--- config.mk ---
export PLATFORM = sky130hd
export DESIGN_NAME = ssb_seq_tx_flat
export DESIGN_NICKNAME = d
export VERILOG_FILES = /design/src/rtl/nr_sync_pkg.sv /design/src/rtl/ssb_seq_tx_if.sv /design/src/rtl/nr_lfsr7.sv /design/src/rtl/ssb_seq_tx.sv /design/src/flat_wrapper.sv
export SDC_FILE = /design/constraint.sdc
export NUM_CORES = 1
export LEC_CHECK = 0
export ABC_AREA = 1
export CORE_MARGIN = 1.5
export CORE_UTILIZATION = 55
export DETAILED_ROUTE_END_ITERATION = 16
export PLACE_DENSITY = 0.79
export REMOVE_ABC_BUFFERS = 1
export SKIP_LAST_GASP = 1
export SYNTH_ARGS = -nofsm -noshare
export SYNTH_HDL_FRONTEND = slang
export SYNTH_HIERARCHICAL = 1
export SYNTH_SLANG_ARGS = --single-unit
export TNS_END_PERCENT = 30
--- constraint.sdc ---
create_clock -name clk_i -period 3.6 [get_ports clk_i]
set_clock_uncertainty 0.15 [all_clocks]
set_input_delay 0.54 -clock clk_i [delete_from_list [all_inputs] [get_ports clk_i]]
set_output_delay 0.54 -clock clk_i [all_outputs]
set_load 0.05 [all_outputs]
--- src/rtl/nr_sync_pkg.sv ---
// Shared NR synchronisation-signal constants: sequence length, cell-ID range,
// N_id_1/N_id_2 widths, LFSR init vectors and taps, generator FSM state codes
// and the PSS offset helper. Imported by the transmit generator and the
// receive-side PSS/SSS detectors.
package nr_sync_pkg;

  localparam int unsigned PSS_LEN  = 127;
  localparam int unsigned N_ID_MAX = 1007;
  localparam int unsigned NID_W    = 10;
  localparam int unsigned NID1_W   = 9;
  localparam int unsigned NID2_W   = 2;

  // Bit k of an init vector is x(k).
  localparam logic [6:0] PSS_INIT  = 7'b1110110;
  localparam logic [6:0] SSS0_INIT = 7'b0000001;
  localparam logic [6:0] SSS1_INIT = 7'b0000001;

  // Feedback x(i+7) = x(i+TAP) ^ x(i).
  localparam int unsigned PSS_TAP  = 4;
  localparam int unsigned SSS0_TAP = 4;
  localparam int unsigned SSS1_TAP = 1;

  localparam logic [2:0] ST_IDLE    = 3'd0;
  localparam logic [2:0] ST_DIV     = 3'd1;
  localparam logic [2:0] ST_OFFS    = 3'd2;
  localparam logic [2:0] ST_PREROLL = 3'd3;
  localparam logic [2:0] ST_PSS     = 3'd4;
  localparam logic [2:0] ST_SSS     = 3'd5;

  // (43 * N_id_2) mod 127 for N_id_2 in 0..2.
  function automatic logic [6:0] pss_offset(input logic [NID2_W-1:0] nid2);
    logic [6:0] m;
    case (nid2)
      2'd0:    m = 7'd0;
      2'd1:    m = 7'd43;
      default: m = 7'd86;
    endcase
    return m;
  endfunction

endpackage

--- src/rtl/ssb_seq_tx_if.sv ---
// AXI-stream bundle for the sync-sequence generator output.
//   tdata  : {imag, real}, each OUT_DW/2 signed
//   tuser  : 0 = PSS sample, 1 = SSS sample
//   tlast  : last sample of each 127-sample sequence
//   tvalid / tready : handshake
interface ssb_seq_tx_if #(
  parameter int unsigned OUT_DW = 32
) ();

  logic [OUT_DW-1:0] tdata;
  logic              tuser;
  logic              tlast;
  logic              tvalid;
  logic              tready;

  modport master (output tdata, output tuser, output tlast, output tvalid, input tready);
  modport slave  (input tdata, input tuser, input tlast, input tvalid, output tready);

endinterface

--- src/rtl/nr_lfsr7.sv ---
// 7-bit Fibonacci LFSR, x(i+7) = x(i+Tap) ^ x(i).
//   clk, rst_n : clock, async active-low reset (state returns to Init)
//   load       : reload Init (takes priority over advance)
//   advance    : step the sequence by one
//   out_bit    : current x(i)
module nr_lfsr7 #(
  parameter int unsigned Tap  = 4,
  parameter logic [6:0]  Init = 7'b0000001
) (
  input  logic clk,
  input  logic rst_n,
  input  logic load,
  input  logic advance,
  output logic out_bit
);

  // s_q[k] holds x(i+k).
  logic [6:0] s_q, s_d;

  always_comb begin
    s_d = s_q;
    if (load) begin
      s_d = Init;
    end else if (advance) begin
      s_d = {s_q[Tap] ^ s_q[0], s_q[6:1]};
    end
  end

  always_ff @(posedge clk or negedge rst_n) begin
    if (!rst_n) begin
      s_q <= Init;
    end else begin
      s_q <= s_d;
    end
  end

  assign out_bit = s_q[0];

endmodule

--- src/rtl/ssb_seq_tx.sv ---
// NR PSS/SSS transmit generator. For a cell ID it streams the 127-sample BPSK
// PSS followed by the 127-sample SSS.
//   clk_i, reset_ni : clock, async active-low reset
//   N_id_i, start_i : cell ID and request (honoured only when idle)
//   busy_o          : high whenever not idle
//   err_o           : one-cycle pulse on a start with N_id_i > 1007
//   m_axis_out      : AXI-stream master, real = +/-AMP, imag = 0
module ssb_seq_tx
  import nr_sync_pkg::*;
#(
  parameter int unsigned OUT_DW = 32,
  parameter int          AMP    = 8192
) (
  input  logic             clk_i,
  input  logic             reset_ni,
  input  logic [NID_W-1:0] N_id_i,
  input  logic             start_i,
  output logic             busy_o,
  output logic             err_o,
  ssb_seq_tx_if.master     m_axis_out
);

  localparam int unsigned      HalfW   = OUT_DW / 2;
  localparam logic [HalfW-1:0] AmpPos  = HalfW'(AMP);
  localparam logic [HalfW-1:0] AmpNeg  = HalfW'(-AMP);
  localparam logic [6:0]       LastIdx = 7'(PSS_LEN - 1);

  logic [2:0] state_q, state_d;
  logic [6:0] cnt_q, cnt_d;
  logic [9:0] quo_q, quo_d;  // dividend shifts out as quotient shifts in
  logic [1:0] rem_q, rem_d;
  logic [6:0] mp_q, mp_d, m0_q, m0_d, m1_q, m1_d;
  logic       err_q, err_d;

  logic              hs, last_beat, in_seq, load;
  logic              adv_p, adv_0, adv_1, bit_p, bit_0, bit_1, neg;
  logic [2:0]        div_t;
  logic              div_ge;
  logic [NID1_W-1:0] nid1;
  logic [1:0]        nid1_hi;  // N_id_1 / 112

  assign hs        = m_axis_out.tvalid & m_axis_out.tready;
  assign last_beat = (cnt_q == LastIdx);
  assign div_t     = {rem_q, quo_q[9]};
  assign div_ge    = (div_t >= 3'd3);
  assign nid1      = quo_q[NID1_W-1:0];
  assign nid1_hi   = (nid1 >= 9'd224) ? 2'd2 : (nid1 >= 9'd112) ? 2'd1 : 2'd0;

  always_comb begin
    state_d = state_q;
    cnt_d   = cnt_q;
    quo_d   = quo_q;
    rem_d   = rem_q;
    mp_d    = mp_q;
    m0_d    = m0_q;
    m1_d    = m1_q;
    err_d   = 1'b0;
    load    = 1'b0;
    case (state_q)
      ST_IDLE: begin
        if (start_i) begin
          if (N_id_i > 10'(N_ID_MAX)) begin
            err_d = 1'b1;
          end else begin
            quo_d   = N_id_i;
            rem_d   = 2'd0;
            cnt_d   = 7'd0;
            state_d = ST_DIV;
          end
        end
      end
      ST_DIV: begin
        // Restoring divide by 3, MSB first.
        quo_d = {quo_q[8:0], div_ge};
        rem_d = div_ge ? 2'(div_t - 3'd3) : div_t[1:0];
        cnt_d = cnt_q + 7'd1;
        if (cnt_q == 7'd9) begin
          cnt_d   = 7'd0;
          state_d = ST_OFFS;
        end
      end
      ST_OFFS: begin
        mp_d    = pss_offset(rem_q);
        m0_d    = 7'(nid1_hi) * 7'd15 + 7'(rem_q) * 7'd5;
        m1_d    = 7'(nid1 - 9'(nid1_hi) * 9'd112);
        load    = 1'b1;
        cnt_d   = 7'd0;
        state_d = ST_PREROLL;
      end
      ST_PREROLL: begin
        cnt_d = cnt_q + 7'd1;
        if (last_beat) begin
          cnt_d   = 7'd0;
          state_d = ST_PSS;
        end
      end
      ST_PSS, ST_SSS: begin
        if (hs) begin
          cnt_d = cnt_q + 7'd1;
          if (last_beat) begin
            cnt_d   = 7'd0;
            state_d = (state_q == ST_PSS) ? ST_SSS : ST_IDLE;
          end
        end
      end
      default: state_d = ST_IDLE;
    endcase
  end

  always_ff @(posedge clk_i or negedge reset_ni) begin
    if (!reset_ni) begin
      state_q <= ST_IDLE;
      cnt_q   <= '0;
      quo_q   <= '0;
      rem_q   <= '0;
      mp_q    <= '0;
      m0_q    <= '0;
      m1_q    <= '0;
      err_q   <= 1'b0;
    end else begin
      state_q <= state_d;
      cnt_q   <= cnt_d;
      quo_q   <= quo_d;
      rem_q   <= rem_d;
      mp_q    <= mp_d;
      m0_q    <= m0_d;
      m1_q    <= m1_d;
      err_q   <= err_d;
    end
  end

  // Preroll steps each LFSR to its own offset; afterwards they step on handshakes.
  assign adv_p = ((state_q == ST_PREROLL) && (cnt_q < mp_q)) || ((state_q == ST_PSS) && hs);
  assign adv_0 = ((state_q == ST_PREROLL) && (cnt_q < m0_q)) || ((state_q == ST_SSS) && hs);
  assign adv_1 = ((state_q == ST_PREROLL) && (cnt_q < m1_q)) || ((state_q == ST_SSS) && hs);

  nr_lfsr7 #(.Tap(PSS_TAP), .Init(PSS_INIT)) u_lfsr_pss (
    .clk(clk_i), .rst_n(reset_ni), .load(load), .advance(adv_p), .out_bit(bit_p)
  );

  nr_lfsr7 #(.Tap(SSS0_TAP), .Init(SSS0_INIT)) u_lfsr_sss0 (
    .clk(clk_i), .rst_n(reset_ni), .load(load), .advance(adv_0), .out_bit(bit_0)
  );

  nr_lfsr7 #(.Tap(SSS1_TAP), .Init(SSS1_INIT)) u_lfsr_sss1 (
    .clk(clk_i), .rst_n(reset_ni), .load(load), .advance(adv_1), .out_bit(bit_1)
  );

  assign in_seq = (state_q == ST_PSS) || (state_q == ST_SSS);
  assign neg    = (state_q == ST_SSS) ? (bit_0 ^ bit_1) : bit_p;

  assign m_axis_out.tvalid = in_seq;
  assign m_axis_out.tuser  = (state_q == ST_SSS);
  assign m_axis_out.tlast  = in_seq && last_beat;
  assign m_axis_out.tdata  = in_seq ? {{HalfW{1'b0}}, (neg ? AmpNeg : AmpPos)} : '0;

  assign busy_o = (state_q != ST_IDLE);
  assign err_o  = err_q;

endmodule

--- src/flat_wrapper.sv ---
// flat-port wrapper written by rule: the top's interface ports become plain ports
module ssb_seq_tx_flat import nr_sync_pkg::*;
#(
  parameter int unsigned OUT_DW = 32,
  parameter int          AMP    = 8192
)
  (clk_i, reset_ni, N_id_i, start_i, busy_o, err_o, m_axis_out_tdata, m_axis_out_tuser, m_axis_out_tlast, m_axis_out_tvalid, m_axis_out_tready);
  ssb_seq_tx_if #(.OUT_DW(OUT_DW)) m_axis_out_i ();
  input  logic clk_i;
  input  logic reset_ni;
  input  logic [NID_W-1:0] N_id_i;
  input  logic start_i;
  output logic busy_o;
  output logic err_o;
  output wire logic [$bits(m_axis_out_i.tdata)-1:0] m_axis_out_tdata;
  output wire logic [$bits(m_axis_out_i.tuser)-1:0] m_axis_out_tuser;
  output wire logic [$bits(m_axis_out_i.tlast)-1:0] m_axis_out_tlast;
  output wire logic [$bits(m_axis_out_i.tvalid)-1:0] m_axis_out_tvalid;
  input wire logic [$bits(m_axis_out_i.tready)-1:0] m_axis_out_tready;
  assign m_axis_out_tdata = m_axis_out_i.tdata;
  assign m_axis_out_tuser = m_axis_out_i.tuser;
  assign m_axis_out_tlast = m_axis_out_i.tlast;
  assign m_axis_out_tvalid = m_axis_out_i.tvalid;
  assign m_axis_out_i.tready = m_axis_out_tready;
  ssb_seq_tx #(.OUT_DW(OUT_DW), .AMP(AMP)) u_core (.clk_i(clk_i), .reset_ni(reset_ni), .N_id_i(N_id_i), .start_i(start_i), .busy_o(busy_o), .err_o(err_o), .m_axis_out(m_axis_out_i));
endmodule
# == Yosys cells after proc, flatten, opt, wreduce, memory -nomap -nowiden ==
# Index checks and enable logic that the tools add are counted.
# word_totals
regBits,65
input_bits,14
output_inout_bits,37
word_cells,103
# op_classes
add_sub_neg,4
n_mul,3
magnitude_cmp,7
n_eq_ne,14
muxes,37
bitwise,5
n_reduce_logical,22
# ops
cell,n
$mux W7,11
$pmux W7 S5,1
$mux W16,2
$lt A7 B7 Y1,3
$mux W3,7
$mux W10,2
$pmux W10 S2,1
$pmux W3 S5,1
$pmux W7 S2,1
$gt A10 B10 Y1 const B,1
$ge A9 B7 Y1 const B,1
$ge A9 B8 Y1 const B,1
$mux W2,4
$ne A2 B1 Y1 const B,4
$reduce_bool A2 Y1,4
$add A6 B5 Y7,1
$add A7 B1 Y7 const B,1
$eq A7 B4 Y1 const B,1
$eq A7 B7 Y1 const B,1
$sub A7 B7 Y7,1
$eq A3 B2 Y1 const B,2
$eq A3 B3 Y1 const B,2
$logic_and A1 B1 Y1,6
$mul A2 B4 Y6 const B,1
other kinds (20),32

# == Longest topological paths before layout ==
# Gate-level depths: netlist (run 1).
# depth
word_depth,7
mapped_depth,13
ltp_nobuf,13

# == Modules after synthesis ==
# Netlist (run 1), hierarchy kept.
# modules_own_cells
module,instances,cells_each,area_per_inst_um2,seq_area_each_um2
ssb_seq_tx,1,406,3159.3,1001.0
nr_lfsr7 (u_core.u_lfsr_sss0 ...),2,34,296.5,176.4
nr_lfsr7 (u_core.u_lfsr_pss),1,36,302.8,181.4

# == Worst setup path before layout (run 1) ==
# Ideal clock, no wire load.
# synth_timing
kind,register to output
from,reg u_core.state_q[1]
to,out m_axis_out_tdata[15]
arrival_time_ps,2338
t_required_ps,2910
slack_ps,572
stages_incl_launch_ff,7
n_path_buf,1
cell_sequence,dfrtp_1 -> inv_2 -> nand3_1 -> inv_1 -> o21ai_0 -> a21oi_1 -> buf_4
# synth_between
elab_chain_cells,4
elab_cells_between_ends,6
classes_between,2 x eq/ne; 3 x mux; 1 x reduce/logical
# synth_lines
element,line,source
from (decl),ssb_seq_tx.sv:28,"logic [2:0] state_q, state_d;"
from (signal assigned),ssb_seq_tx.sv:121,state_q <= state_d;
$eq A3 B3 Y1 *,--,
via m_axis_out_tuser,flat_wrapper.sv:16,output wire logic [$bits(m_axis_out_i.tuser)-1:0] m_axis_out_tuser;
$mux W1,ssb_seq_tx.sv:150,assign neg = (state_q == ST_SSS) ? (bit_0 ^ bit_1) : bit_p;
$mux W16,ssb_seq_tx.sv:155,"assign m_axis_out.tdata = in_seq ? {{HalfW{1'b0}}, (neg ? AmpNeg : AmpPos)} : '0;"
$mux W16 *,ssb_seq_tx.sv:155,
to (decl),flat_wrapper.sv:15,output wire logic [$bits(m_axis_out_i.tdata)-1:0] m_axis_out_tdata;
# Mark *: on every way through the listed nets, which the timed path passes. The rest lies on a longest branch.

# == Worst setup path after layout (run 1) ==
# layout_timing
from,reg u_core.state_q[0]
to,out m_axis_out_tdata[14]
# layout_between
elab_chain_cells,4
elab_cells_between_ends,6
classes_between,2 x eq/ne; 3 x mux; 1 x reduce/logical
# layout_lines
element,line
$eq A3 B3 Y1,"ssb_seq_tx.sv:149, ssb_seq_tx.sv:150"
$mux W1,ssb_seq_tx.sv:150
$mux W16,ssb_seq_tx.sv:155
$mux W16 *,ssb_seq_tx.sv:155
# Mark *: on every way between the ends. The rest lies on a longest branch, timed or not.

==> parameters.txt, run 1 <==
Parameter                              Value

Layout
  Number of diodes added for antenna fixing    0
  Most used cells in the layout excluding fill and tap cells    147 x sky130_fd_sc_hd__nand2_1, 60 x sky130_fd_sc_hd__inv_1, 54 x sky130_fd_sc_hd__dfrtp_1, 32 x sky130_fd_sc_hd__ha_1, 29 x sky130_fd_sc_hd__conb_1
  Most common cell after layout, fill and taps aside    sky130_fd_sc_hd__nand2_1
  Share of final-layout standard cells stronger than drive strength 1    0.102
  Design area    0.00444 mm²
  Synthesis-to-finish area growth    9.50%
  Count of filler cells inserted in the layout    625
  Non-filler cells in the finished layout    638
  Final core occ    0.619
  Nets    584

Route
  Post-detailed-route DRC marker count    0
  Detail-routed net length per standard cell    12.6 µm
  First-pass DRT Iterations    4
  Detail Route Antenna Nets    0
  Number of vias in the routed layout    3259
  Initial DRC Count    131
  DRT Wirelength    8030 µm
  Vias per inst    5.11

Synth
  Async set-reset flop share out of synthesis    1.00
  Count of state elements after synthesis    61
  Post-Syn Area per Cell    7.95 µm²
  Yosys synthesis warning count    6
  Number of distinct library cell variants in the gate-level netlist after synthesis    36
  Post-synth EDFFs    0
  Post-Synthesis Cell Area    0.00406 mm²
  Main synth FF type    sky130_fd_sc_hd__dfrtp_1
  Syn Inst Count    510
  Fraction of the yosys area taken by sequential cells    0.379

Clock tree
  CTS tree    yes
  Count of H-tree levels built during CTS    3
  CTS Root Buffer Type    sky130_fd_sc_hd__clkbuf_8
  CTS buffer count    9
  Reg clk slew, reported paths    80 ps
  Clock latency reported for the late side of the worst-skew pair    350 ps
  Number of clock sinks    61
  Longest Clk Path Bufs    2

Place
  Post-detailed-placement cell area    0.00423 mm²
  Cell Count Post-Placement    621
  Port buffer count    21
  Pre-CTS setup slack    672 ps
  Routability Congestion    0.867
  Detailed placement HPWL    5950 µm

STA
  Worst slew margin relative to its limit    0.331
  RSZ-0062 raised after global routing    no
  Final setup viols    0
  Worst-case setup margin in the final layout    477 ps
  Final-layout worst hold slack    322 ps
  Time the worst path needs with I/O delays and setup    3120 ps
  Post-route clock period utilization    0.868
  Maximum operating frequency    320 MHz
  Sum of negative setup slack    0 ps
  Final Hold Viols    0
  Final Max Tran Viols    0
  Measured slew at the worst slew-check pin    1000 ps

Global routing
  Met3 track demand over resource in global routing    0.0438
  Global-route congestion overflow total    0
  Busiest grt layer    met2
  Met1 Resource Use GR    0.279
  GRT Overall Usage    0.221
  Vias in the first global route    2990
  Largest net degree at the start of global routing    47
  Antenna violations before repair    0
  Global-route wire length before repair    13200 µm
  GRT met2 Usage    0.371

Worst setup path
  Setup crit start kind    flip-flop
  Critical Path Fanout Max    8
  Worst EP arrival    2430 ps
  Longest individual stage delay on the worst path    830 ps
  Sequence of cells on the critical path    nand3_1, nand2_2, o21ai_0, a21oi_1, clkdlybuf4s50_1
  Data required time of the critical path    2910 ps
  Slowest cell on the critical path    sky130_fd_sc_hd__clkdlybuf4s50_1
  Top Family by Delay on Critical Path    buffers and inverters
  CP Capture Type    output port
  Number of buffer and inverter stages on the critical path    1
  Category of the critical setup timing path    reg -> out

Floorplanning
  Initial Util    0.565
  Num ports    51
  Floorplan core area    0.00718 mm²
  Die span in y    88.9 µm
  Standard-cell row count    31
  Die ar.    0.00790 mm²
  Die W    88.9 µm

Power and ir drop
  VDD IR-drop max    0.000320 V
  Leakage power summed over all cells    2.25 nW
  PwrDens    315 mW/mm²
  Overall power after layout    1.40 mW

Worst hold path
  Path class of the lowest-slack min-delay path    reg -> reg

Outcome
  Result of the run    completed

Job
  Number of maximum-capacitance violations    0
repair_timing:
action / 4_1_cts / 5_1_grt
buffers inserted: 0 / 0
resized for setup: 0 / 0
hold buffers: 1 / 0
hold endpoints to repair: 10 / 0
layout make-up:
class	instances	area, µm²	share of cell area
Multi-Input combinational cell	370	2100	0.472
Sequential cell	61	1540	0.346
Inverter	68	255	0.0575
Timing Repair Buffer	24	230	0.0518
Clock buffer	9	124	0.0279
Tap cell	99	124	0.0279
Clock inverter	7	76.3	0.0172
cells in the mapped netlist, types with 5 or more instances:
cell                      instances  share of area
sky130_fd_sc_hd__dfrtp_1         54           0.33
sky130_fd_sc_hd__a21oi_1         21          0.026
sky130_fd_sc_hd__buf_4           32          0.059
sky130_fd_sc_hd__buf_2            5         0.0062
sky130_fd_sc_hd__dfstp_2          7          0.045
sky130_fd_sc_hd__nand3_2          6          0.015
sky130_fd_sc_hd__nand3_1         22          0.027
sky130_fd_sc_hd__nand4_1          9          0.014
sky130_fd_sc_hd__nand2_1        147           0.14
sky130_fd_sc_hd__o21ai_0         21          0.026
sky130_fd_sc_hd__o21ai_1         20          0.025
sky130_fd_sc_hd__inv_2            8         0.0074
sky130_fd_sc_hd__nor2_1          21          0.019
sky130_fd_sc_hd__inv_1           60          0.056
sky130_fd_sc_hd__ha_1            32          0.099
sky130_fd_sc_hd__mux2i_1          6          0.015
flip-flops by register name (all words and copies together), names as in the netlist:
signal / count
u_core/mp_q: 3
u_core/rem_q: 2
u_core/u_lfsr_pss/s_q: 7
u_core/err_o: 1
u_core/u_lfsr_sss1/s_q: 7
u_core/cnt_q: 7
u_core/m0_q: 7
u_core/m1_q: 7
u_core/state_q: 3
u_core/quo_q: 10
u_core/u_lfsr_sss0/s_q: 7
worst min-delay path, stage by stage, from the launching register on:
cell                      delay (ps)
sky130_fd_sc_hd__dfstp_2         360
sky130_fd_sc_hd__inv_1            60
sky130_fd_sc_hd__a21oi_1          60
final timing paths:
| check | start | endpoint | slack (ps) | cells past startpoint |
|---|---|---|---|---|
| setup / recovery | u_core/state_q[0]$_DFFE_PN0P_ | m_axis_out_tdata[14] | 480 | 5 |
| hold / removal | u_core/u_lfsr_pss/s_q[6]$_DFFE_PN1P_ | u_core/u_lfsr_pss/s_q[5]$_DFFE_PN1P_ | 320 | 2 |
| setup reg to reg | u_core/quo_q[5]$_DFFE_PN0P_ | u_core/m0_q[5]$_DFFE_PN0P_ | 680 | 8 |
| hold reg to reg | u_core/u_lfsr_pss/s_q[6]$_DFFE_PN1P_ | u_core/u_lfsr_pss/s_q[5]$_DFFE_PN1P_ | 320 | 2 |
| max in group asynchronous | reset_ni | u_core/m0_q[2]$_DFFE_PN0P_ | 1910 | 3 |
| min in group asynchronous | reset_ni | u_core/u_lfsr_sss0/s_q[2]$_DFFE_PN0P_ | 480 | 2 |
report_power, final:
part	switching, mW	internal, mW
Sequential	0	0.685
Combinational	0.0848	0.0157
Clock	0.290	0.321
Total	0.375	1.02
cell families (layout without fill, tap and decap cells):
family | after synthesis | in the layout | synth area share
muxes | 6 | 6 | 0.0148
xor gates and xnor gates | 4 | 4 | 0.00864
other | 1 | 29 | 0.000925
buffers and inverters | 107 | 108 | 0.132
DFF | 61 | 61 | 0.379
adders and majority gates | 36 | 36 | 0.118
AOI/OAI and AO/OA | 71 | 71 | 0.0926
and+or+nand+nor | 224 | 224 | 0.254
per-layer routing:
metal	wire [µm]	up-vias
li1	-	1637
met1	3640	1546
met2	3950	64
met3	281	12
met4	153	0
met5	0	-
No activity file was read; power rests on OpenSTA's default activity.
==> inputs of run 2 (changes only) <==
ABC_AREA = default   (was 1)
SYNTH_HIERARCHICAL = default   (was 1)
==> run 2 against run 1 <==
Net effect: hold slack worse by 260 ps; sequential power grew 40%; highest routed layer unchanged; global-route usage fell by 1.1 points; total power grew 69%; via count fell by 17%; final cell count is 17% lower; combinational power rose to 7.4 times the previous value.
==> parameters.txt, run 2 <==
Parameter                              Value

Outcome
  Result of the run    completed (unchanged)

Worst hold path
  Path class of the lowest-slack min-delay path    in -> async (was reg -> reg)

Route
  Vias per inst    5.14 (was 5.11)
  Detail Route Antenna Nets    0 (unchanged)
  Detail-routed net length per standard cell    13.9 µm (was 12.6 µm)
  Detailed-route wire length on metal 1    3290 µm (was 3640 µm)
  Top metal layer carrying routed signals    met4 (unchanged)
  Number of vias in the routed layout    2713 (was 3259)
  Initial DRC Count    89 (was 131)
  Post-detailed-route DRC marker count    0 (unchanged)
  Met3 WL    314 µm (was 281 µm)
  First-pass DRT Iterations    6 (was 4)
  DRT Wirelength    7320 µm (was 8030 µm)
  Wire length on met2    3610 µm (was 3950 µm)

Global routing
  Largest net degree at the start of global routing    50 (was 47)
  Global-route congestion overflow total    0 (unchanged)
  Global-route wire length before repair    12400 µm (was 13200 µm)
  GRT Overall Usage    0.210 (was 0.221)
  Vias in the first global route    2681 (was 2990)
  Antenna violations before repair    0 (unchanged)

Floorplanning
  Die ar.    0.00777 mm² (was 0.00790 mm²)
  Floorplan core area    0.00691 mm² (was 0.00718 mm²)
  Num ports    51 (unchanged)
  Initial Util    0.577 (was 0.565)
  Die span in y    88.1 µm (was 88.9 µm)
  Die W    88.1 µm (was 88.9 µm)
  Standard-cell row count    30 (was 31)

Clock tree
  CTS Root Buffer Type    sky130_fd_sc_hd__clkbuf_8 (unchanged)
  Hold_buf cts    0 (was 1)
  Reg clk slew, reported paths    70 ps (was 80 ps)
  Resize count post-CTS    0 (unchanged)
  Longest Clk Path Bufs    2 (unchanged)
  Count of H-tree levels built during CTS    3 (unchanged)
  Clock latency reported for the late side of the worst-skew pair    340 ps (was 350 ps)
  Post CTS Setup Buffer Count    0 (unchanged)
  CTS buffer count    9 (unchanged)
  CTS tree    yes (unchanged)
  Number of clock sinks    61 (unchanged)

Layout
  Synthesis-to-finish area growth    9.61% (was 9.50%)
  Share of final-layout standard cells stronger than drive strength 1    0.127 (was 0.102)
  Most used cells in the layout excluding fill and tap cells    54 x sky130_fd_sc_hd__nand2_1, 54 x sky130_fd_sc_hd__dfrtp_1, 48 x sky130_fd_sc_hd__inv_1, 32 x sky130_fd_sc_hd__ha_1, 29 x sky130_fd_sc_hd__conb_1 (was 147 x sky130_fd_sc_hd__nand2_1, 60 x sky130_fd_sc_hd__inv_1, 54 x sky130_fd_sc_hd__dfrtp_1, 32 x sky130_fd_sc_hd__ha_1, 29 x sky130_fd_sc_hd__conb_1)
  Largest register FFs    10 (unchanged)
  Count of filler cells inserted in the layout    609 (was 625)
  Non-filler cells in the finished layout    528 (was 638)
  Design area    0.00437 mm² (was 0.00444 mm²)
  Nets    478 (was 584)
  Biggest register    u_core.quo_q (was u_core/quo_q)
  Number of diodes added for antenna fixing    0 (unchanged)

Job
  Number of maximum-capacitance violations    0 (unchanged)

Worst setup path
  Setup crit start kind    flip-flop (unchanged)
  Data required time of the critical path    2910 ps (about the same)
  Worst EP arrival    2570 ps (was 2430 ps)
  Category of the critical setup timing path    reg -> out (unchanged)
  Critical Path Fanout Max    5 (was 8)
  CP Capture Type    output port (unchanged)

Place
  Detailed placement HPWL    5300 µm (was 5950 µm)
  Routability Congestion    0.800 (was 0.867)
  Cell Count Post-Placement    513 (was 621)
  Post-detailed-placement cell area    0.00415 mm² (was 0.00423 mm²)
  Port buffer count    21 (unchanged)

Synth
  Most frequent cells after synthesis    54 x sky130_fd_sc_hd__dfrtp_1, 54 x sky130_fd_sc_hd__nand2_1, 48 x sky130_fd_sc_hd__inv_1 (was 147 x sky130_fd_sc_hd__nand2_1, 60 x sky130_fd_sc_hd__inv_1, 54 x sky130_fd_sc_hd__dfrtp_1)
  Ranking of synthesized cells by area    sky130_fd_sc_hd__dfrtp_1 34%, sky130_fd_sc_hd__ha_1 10%, sky130_fd_sc_hd__mux2i_1 6.3% (was sky130_fd_sc_hd__dfrtp_1 33%, sky130_fd_sc_hd__nand2_1 14%, sky130_fd_sc_hd__ha_1 9.9%)
  Yosys synthesis warning count    0 (was 6)
  Share of Yosys cell area claimed by the top area cell type    0.339 (was 0.333)
  Main synth FF type    sky130_fd_sc_hd__dfrtp_1 (unchanged)
  Async set-reset flop share out of synthesis    1.00 (unchanged)
  Cell type contributing the most total cell area after synthesis    sky130_fd_sc_hd__dfrtp_1 (unchanged)
  Syn Inst Count    407 (was 510)
  Post-Syn Area per Cell    9.79 µm² (was 7.95 µm²)
  Count of state elements after synthesis    61 (unchanged)
  Post-Synthesis Cell Area    0.00399 mm² (was 0.00406 mm²)
  Fraction of the yosys area taken by sequential cells    0.385 (was 0.379)
  Post-synth EDFFs    0 (unchanged)
  Number of distinct library cell variants in the gate-level netlist after synthesis    53 (was 36)

STA
  Maximum operating frequency    307 MHz (was 320 MHz)
  RSZ-0062 raised after global routing    no (unchanged)
  Post-route clock period utilization    0.905 (was 0.868)
  Final Max Tran Viols    0 (unchanged)
  Final Hold Viols    0 (unchanged)
  Worst slew margin relative to its limit    0.587 (was 0.331)
  Time the worst path needs with I/O delays and setup    3260 ps (was 3120 ps)
  Final setup viols    0 (unchanged)
  Measured slew at the worst slew-check pin    619 ps (was 1000 ps)

Power and ir drop
  PwrDens    542 mW/mm² (was 315 mW/mm²)
  VDD IR-drop max    0.000284 V (was 0.000320 V)
  Leakage power summed over all cells    2.15 nW (was 2.25 nW)
==> run 2: logic make-up (layout without fill, tap and decap cells) <==
logic type / Yosys count / after routing / share of synthesized area
mux: 41 / 41 / 0.113
simple gates: 99 / 99 / 0.111
xor+xnor: 8 / 8 / 0.0176
buf+inv: 91 / 88 / 0.118
other cells: 1 / 29 / 0.000941
compound gates: 70 / 70 / 0.133
flops: 61 / 61 / 0.385
fa+ha+maj: 36 / 36 / 0.121
==> run 2: cell type report <==
cell class                      count  area (µm²)  share of cell area
Clock buffer                       11         141              0.0324
Inverter                           48         180              0.0412
Clock inverter                      4        72.6              0.0166
Timing Repair Buffer               25         235              0.0539
Multi-Input combinational cell    283        2080               0.477
Tap cell                           96         120              0.0275
Sequential cell                    61        1540               0.351
==> run 2: through the flow <==
stage	setup TNS [ps]	total power [mW]	hold WS [ps]	setup WS (ps)	util
floorplan	-29.2	1.50	94.4	-14.6	-
CTS	0	2.40	60.5	365	0.632
finish	0	2.37	59.6	343	0.632
global route	0	2.53	96.6	237	0.632
detailed placement	0	1.72	333	487	0.601
global placement	0	1.67	316	675	0.601
==> run 2: per-layer routing <==
| metal | global-route usage | vias to the layer above |
|---|---|---|
| met5 | 0 | - |
| met3 | 0.0518 | 11 |
| met4 | 0.0767 | 0 |
| li1 | - | 1350 |
| met2 | 0.362 | 65 |
| met1 | 0.255 | 1287 |
==> run 2: path summary, 6_finish.rpt <==
path / cells after the start / end / start / slack [ps]
hold reg to reg: 2 / u_core.m0_q[3]$_DFFE_PN0P_ / u_core.m0_q[3]$_DFFE_PN0P_ / 340
setup reg to reg: 11 / u_core.m0_q[5]$_DFFE_PN0P_ / u_core.quo_q[5]$_DFFE_PN0P_ / 470
hold / removal: 1 / u_core.u_lfsr_sss1.s_q[4]$_DFFE_PN0P_ / reset_ni / 60
setup / recovery: 6 / m_axis_out_tlast / u_core.cnt_q[0]$_DFFE_PN0P_ / 340
max in group asynchronous: 2 / u_core.m1_q[5]$_DFFE_PN0P_ / reset_ni / 2380
min in group clk_i: 2 / u_core.m0_q[3]$_DFFE_PN0P_ / u_core.m0_q[3]$_DFFE_PN0P_ / 340
==> run 2: worst max-delay path, stage by stage, from the launching register on <==
cell,delay [ps]
sky130_fd_sc_hd__dfrtp_1,430
sky130_fd_sc_hd__inv_1,150
sky130_fd_sc_hd__ha_1,160
sky130_fd_sc_hd__nand2_1,70
sky130_fd_sc_hd__nor3_1,420
sky130_fd_sc_hd__and2_1,200
sky130_fd_sc_hd__clkdlybuf4s50_1,790
==> run 2: where the power goes <==
group / switching [mW] / leakage (nW) / internal [mW]
Clock: 0.262 / 0.105 / 0.404
Combinational: 0.440 / 1.30 / 0.302
Sequential: 0.141 / 0.745 / 0.818
Total: 0.843 / 2.15 / 1.52
